==> src/rtl/accel_frame_assembler.sv <==
// Accelerometer frame assembler.
// Collects the six-byte burst XL, XH, YL, YH, ZL, ZH from an SPI master.
// Each axis is checked for a clean 12-bit sign extension in its high byte.
// Each good frame is presented as one signed X/Y/Z sample behind a valid/ready handshake.
// A frame that arrives while the previous sample is still unaccepted is dropped and counted.
// Malformed frames and stalled frames are discarded and counted as errors.
module accel_frame_assembler #(
    parameter int TIMEOUT_CYC = 64
) (
    input  logic               clk,
    input  logic               rst,
    input  logic               frame_start,
    input  logic               byte_valid,
    input  logic [7:0]         byte_data,
    output logic               sample_valid,
    input  logic               sample_ready,
    output logic signed [11:0] x_out,
    output logic signed [11:0] y_out,
    output logic signed [11:0] z_out,
    output logic [7:0]         drop_cnt,
    output logic [7:0]         err_cnt,
    output logic               busy
);

    localparam int TMO_W = $clog2(TIMEOUT_CYC + 1);
    // Counter value on the cycle before the limit; the increment that would reach it fires the timeout.
    localparam logic [TMO_W-1:0] TMO_LAST = TMO_W'(TIMEOUT_CYC - 1);

    typedef enum logic {
        S_IDLE    = 1'b0,
        S_COLLECT = 1'b1
    } state_t;

    state_t             r_state;
    state_t             w_state_nxt;
    logic [2:0]         r_idx;
    logic [TMO_W-1:0]   r_tmo;

    // Partial frame bytes; ZH is never stored because it is evaluated as it arrives.
    logic [7:0]         r_xl;
    logic [7:0]         r_xh;
    logic [7:0]         r_yl;
    logic [7:0]         r_yh;
    logic [7:0]         r_zl;

    logic               r_valid;
    logic signed [11:0] r_x;
    logic signed [11:0] r_y;
    logic signed [11:0] r_z;
    logic [7:0]         r_drop;
    logic [7:0]         r_err;

    logic               w_collect;
    logic               w_accept;
    logic [2:0]         w_wr_idx;
    logic               w_last;
    logic               w_tmo_hit;
    logic               w_fmt_ok;
    logic               w_load;
    logic               w_drop;
    logic               w_err_inc;
    logic signed [11:0] w_x;
    logic signed [11:0] w_y;
    logic signed [11:0] w_z;

    // High byte is a legal 12-bit sign extension only if bits 7..3 all agree.
    function automatic logic fmt_ok(input logic [7:0] h);
        return (h[7:3] == 5'b00000) || (h[7:3] == 5'b11111);
    endfunction

    // Event counters stick at 255 rather than wrap.
    function automatic logic [7:0] sat_inc(input logic [7:0] c);
        return (c == 8'hFF) ? 8'hFF : c + 8'd1;
    endfunction

    assign w_collect = (r_state == S_COLLECT);
    // frame_start always restarts at byte 0, even with a byte on the same cycle.
    assign w_wr_idx  = frame_start ? 3'd0 : r_idx;
    assign w_accept  = byte_valid && (frame_start || w_collect);
    assign w_last    = w_collect && byte_valid && !frame_start && (r_idx == 3'd5);
    // frame_start takes priority over an expiring timeout.
    assign w_tmo_hit = w_collect && !byte_valid && !frame_start && (r_tmo == TMO_LAST);

    assign w_fmt_ok  = fmt_ok(r_xh) && fmt_ok(r_yh) && fmt_ok(byte_data);
    assign w_x       = {r_xh[3:0], r_xl};
    assign w_y       = {r_yh[3:0], r_yl};
    assign w_z       = {byte_data[3:0], r_zl};

    assign w_load    = w_last && w_fmt_ok && (!r_valid || sample_ready);
    assign w_drop    = w_last && w_fmt_ok && r_valid && !sample_ready;
    assign w_err_inc = (w_last && !w_fmt_ok) || w_tmo_hit;

    // State register.
    always_ff @(posedge clk or posedge rst) begin
        if (rst) begin
            r_state <= S_IDLE;
        end else begin
            r_state <= w_state_nxt;
        end
    end

    // Next-state: frame_start always enters COLLECT; last byte or timeout returns to IDLE.
    always_comb begin
        w_state_nxt = r_state;
        if (frame_start) begin
            w_state_nxt = S_COLLECT;
        end else if (w_collect && (w_last || w_tmo_hit)) begin
            w_state_nxt = S_IDLE;
        end
    end

    // Byte index and inter-byte timeout counter.
    always_ff @(posedge clk or posedge rst) begin
        if (rst) begin
            r_idx <= 3'd0;
            r_tmo <= '0;
        end else if (frame_start) begin
            r_idx <= byte_valid ? 3'd1 : 3'd0;
            r_tmo <= '0;
        end else if (w_collect) begin
            if (byte_valid) begin
                r_idx <= w_last ? 3'd0 : r_idx + 3'd1;
                r_tmo <= '0;
            end else if (w_tmo_hit) begin
                r_idx <= 3'd0;
                r_tmo <= '0;
            end else begin
                r_tmo <= r_tmo + 1'b1;
            end
        end
    end

    // Capture the first five bytes of a frame; contents only matter once a frame completes.
    always_ff @(posedge clk) begin
        if (w_accept) begin
            case (w_wr_idx)
                3'd0:    r_xl <= byte_data;
                3'd1:    r_xh <= byte_data;
                3'd2:    r_yl <= byte_data;
                3'd3:    r_yh <= byte_data;
                3'd4:    r_zl <= byte_data;
                default: ;
            endcase
        end
    end

    // --- output stage: held sample, handshake and event counters ---
    // Holding register loads on a good frame, otherwise keeps its sample until accepted.
    always_ff @(posedge clk or posedge rst) begin
        if (rst) begin
            r_valid <= 1'b0;
            r_x     <= '0;
            r_y     <= '0;
            r_z     <= '0;
        end else if (w_load) begin
            r_valid <= 1'b1;
            r_x     <= w_x;
            r_y     <= w_y;
            r_z     <= w_z;
        end else if (r_valid && sample_ready) begin
            r_valid <= 1'b0;
        end
    end

    // Saturating drop and error counters.
    always_ff @(posedge clk or posedge rst) begin
        if (rst) begin
            r_drop <= 8'd0;
            r_err  <= 8'd0;
        end else begin
            if (w_drop) begin
                r_drop <= sat_inc(r_drop);
            end
            if (w_err_inc) begin
                r_err <= sat_inc(r_err);
            end
        end
    end

    assign sample_valid = r_valid;
    assign x_out        = r_x;
    assign y_out        = r_y;
    assign z_out        = r_z;
    assign drop_cnt     = r_drop;
    assign err_cnt      = r_err;
    assign busy         = w_collect;

endmodule
==> config.mk <==
export PLATFORM = sky130hd
export DESIGN_NAME = accel_frame_assembler
export DESIGN_NICKNAME = d
export VERILOG_FILES = /design/src/rtl/accel_frame_assembler.sv
export SDC_FILE = /design/constraint.sdc
export NUM_CORES = 1
export LEC_CHECK = 0
export CORE_UTILIZATION = 41
export CTS_CLUSTER_SIZE = 30
export DETAILED_ROUTE_END_ITERATION = 8
export SLEW_MARGIN = 20
export SYNTH_ARGS = -nofsm -noshare
export SYNTH_HDL_FRONTEND = slang
export SYNTH_SLANG_ARGS = --single-unit
==> constraint.sdc <==
create_clock -name clk -period 2.58 [get_ports clk]
set_input_delay 0.516 -clock clk [delete_from_list [all_inputs] [get_ports clk]]
set_output_delay 0.516 -clock clk [all_outputs]
set_load 0.01 [all_outputs]
==> results of run 1 <==
[Yosys cell counts, drive strengths merged, types with 2 or more instances]
cell,count,area [sq um]
nand3,3,15.01
a31oi,3,18.77
o41ai,3,33.79
mux2i,4,40.04
a2bb2oi,2,17.52
nor2b,3,18.77
nand2,16,60.06
xnor2,2,17.52
xor2,2,17.52
mux2,42,473.0
nand2b,3,18.77
nand4,9,56.30
o21ai,9,45.04
nor3,7,35.03
inv,9,33.78
a21oi,2,10.01
and4,3,26.28
or4,4,30.03
edfxtp,40,1201
o2111ai,2,17.52
or2,3,18.77
o31ai,2,15.01
or3,3,18.77
nor2,16,60.06
o21a,3,22.52
clkbuf,3,11.26
nor4b,2,17.52
buf,5,46.29
ha,5,62.56
dfrtp,64,1602
o211ai,3,22.52
[state kept, by name (all words and copies together) (netlist names)]
| register | count |
|---|---|
| r_yl | 8 |
| r_yh | 8 |
| y_out | 12 |
| x_out | 12 |
| r_xl | 8 |
| drop_cnt | 8 |
| r_xh | 8 |
| z_out | 12 |
| busy | 1 |
| err_cnt | 8 |
| r_idx | 3 |
| r_zl | 8 |
| sample_valid | 1 |
| r_tmo | 7 |
[stage by stage]
stage          TNS (ns)  utilization [%]  area, sq um
2_1_floorplan         0                -         4164
3_3_place_gp     -11.38            52.59         5164
3_5_place_dp     -12.63            52.59         5164
4_1_cts               0            54.65         5366
5_1_grt               0            55.52         5451
6_report              0            55.52         5451
[how the worst max path moves through the flow]
stage,cells past startpoint,slack [ns],from,end
2_1_floorplan,4,0.24,frame_start,r_zl[0]
3_3_place_gp,7,-0.28,byte_data[3],drop_cnt[6]
3_5_place_dp,8,-0.30,byte_data[3],x_out[3]
4_1_cts,8,0.08,byte_data[3],x_out[8]
5_1_grt,9,0.008,byte_data[3],z_out[6]
6_report,9,0.05,byte_data[3],x_out[8]
[where the power goes]
group | internal, mW | leakage, nW | switching, mW | total [mW]
Clock | 0.465 | 0.0994 | 0.565 | 1.03
Sequential | 1.74 | 1.23 | 0.0158 | 1.76
Combinational | 0.0510 | 0.919 | 0.0692 | 0.120
[cell usage in the layout (no fill, tap or decap), types with 8 or more instances in the layout]
master	instances
nand4_1	9
inv_1	8
clkdlybuf4s50_1	66
dfrtp_1	64
edfxtp_1	40
buf_4	19
nor2_1	16
mux2_2	39
clkbuf_8	9
nand2_1	16
o21ai_0	9
[critical path, delay by kind of cell]
family | cells | cell delay (ns)
mux | 2 | 0.54
simple gates | 3 | 0.83
buf+inv | 4 | 0.89
[cell type report]
cell class,count,area [sq um]
inverter,9,33.78
clock inverter,6,75.07
clock buffer,10,127.6
fill,873,4368
sequential,104,2803
timing repair buffer,93,955.9
multi-input combinational,166,1290
tap,133,166.4
[cells by family (layout without fill, tap and decap cells)]
kind of cell               count (synthesis)  after routing
adders and majority gates                  5              5
DFF                                      104            104
xor gates and xnor gates                   4              4
AOI/OAI and AO/OA                         36             36
and+or+nand+nor                           75             75
buffers and inverters                     17            118
muxes                                     46             46
[timing repair]
action | 4_1_cts | 5_1_grt
hold buffers | 0 | 0
resized for setup | 0 | 1
buffers inserted | 0 | 1
endpoints found under the setup margin | 0 | 2
[metal layers]
metal	up-vias	global-route usage (%)
met1	1283	21.74
met2	56	24.77
li1	1261	-
met3	8	2.576
met5	-	0
met4	0	5.850
==> flow_metrics.tcl, run 1 <==
set metrics [dict create \
    status "complete, no violations" \
    postRouteAntennaNets 0 \
    fin_crit_sh_pct 98.01 \
    rr_worst_depth 8 \
    met3_length_um 269 \
    grt_pass1_vias 2512 \
    final.min_clock_period_ns 2.529 \
    synthesis.nets 305 \
    clock_latency_ns 0.35 \
    skew_ns 0.01311 \
    start_kind "input port" \
    place_ws_ns -0.3024 \
    r2r-start "r_yh[3]" \
    tightest_slew_ns 0.6600 \
    dieArea_sq_um 10560 \
    min_from "r_xl[5]" \
    timing.rr.end "x_out[8]" \
    cts_tree "yes" \
    yosysSeqAreaShare_pct 67.31 \
    synth_mux_area_share_pct 12.32 \
    avgSynthCellArea_sq_um 14.51 \
    slew_viol_final 0 \
    area_growth_pct 30.92 \
    wl_per_cell_um 15.28 \
    synth_ff_type "dfrtp_1" \
    gp_congestion 0.7329 \
    hold_path_class "reg -> reg" \
    hpwl_mm 5.465 \
    drt-total-wl_mm 7.962 \
    drc 0 \
    ys_async_sr_fraction_pct 61.54 \
    wl_met2_mm 3.746 \
    worst-endpoint-required_ns 2.81 \
    cts.clk_slew.worst_paths_ns 0.10 \
    ir_drop_uv 330.9 \
    root_buffer "clkbuf_8" \
    yosysWarnings 0 \
    placedCellCount 501 \
    rows 36 \
    path_cells "clkdlybuf4s50_1, or4_1, mux2i_1, nand4_1, buf_4, nor2b_4, buf_12, clkbuf_16, mux2_2" \
    synth-simple-area-share_pct 9.495 \
    critPathMaxStageDelay_ns 0.57 \
    maxCapViolations 0 \
    synth_top_family_by_area "multiplexers" \
    clock_sinks 104 \
    synth_compound_area_share_pct 6.340 \
    yosys.cell_types.count 45 \
    clock_path_buffers 2 \
    io_pins 67 \
    critical_path_class "in -> reg" \
    worstPathMaxFanout 7 \
    cts_htree_levels 3 \
    cp-end-kind "flop" \
    drive_gt1_share_pct 22.94 \
    drtIter0Drc 66 \
    relSlewSlack_pct 55.79 \
    hold_violations 0 \
    setup_ws_ns 0.05130 \
    synth_cells 287 \
    hold_depth 1 \
    synth_seq_cells 104 \
    stdcell_count 521 \
    setup_violations 0 \
    routed-via-count 2608 \
    grt_pass1_wl_mm 12.37 \
    die_w_um 102.8 \
    core_area_sq_um 9819 \
    synth_xor_area_share_pct 0.8413 \
    synthAdderAreaFrac_pct 1.502 \
    max_freq_mhz 395.5 \
    grt.total_usage_pct 15.62 \
    whs_endpoint "x_out[5]" \
    highest_layer "met4" \
    synth_edf_count 40 \
    slowest_stage "or4_1" \
    routed_via_density 5.006 \
    start_util_pct 42.41 \
    n_antenna_cell 0 \
    m1WireLength_mm 3.859 \
    rsz0062_at_grt "no" \
    synth_area_sq_um 4164 \
    crit_arrival_ns 2.76 \
    layout.nets 401 \
    power_mw 2.909 \
    regToRegSetupSlack_ns 0.24 \
    die_h_um 102.8 \
    cts_buffers 9 \
    numPortBuffers 66 \
    timing.hold.ws_ns 0.4736 \
    grt_max_degree 31 \
    pwr_density_cell_nw_per_um2 533.5 \
    overflow 0 \
    p_leak_nw 2.249 \
    antenna_found_initial 0 \
    first_pass_iters 4 \
]
Power figures use the tool's default switching activity.
==> run 2: changes to the inputs <==
--- a/config.mk
+++ b/config.mk
@@ -6,6 +6,7 @@
 export NUM_CORES = 1
 export LEC_CHECK = 0
 export CORE_UTILIZATION = 41
+export CTS_CLUSTER_DIAMETER = 30
 export CTS_CLUSTER_SIZE = 30
 export DETAILED_ROUTE_END_ITERATION = 8
 export SLEW_MARGIN = 20
==> results of run 2 <==
Same layout as run 1: the final DEF is identical, and so are final timing and power.
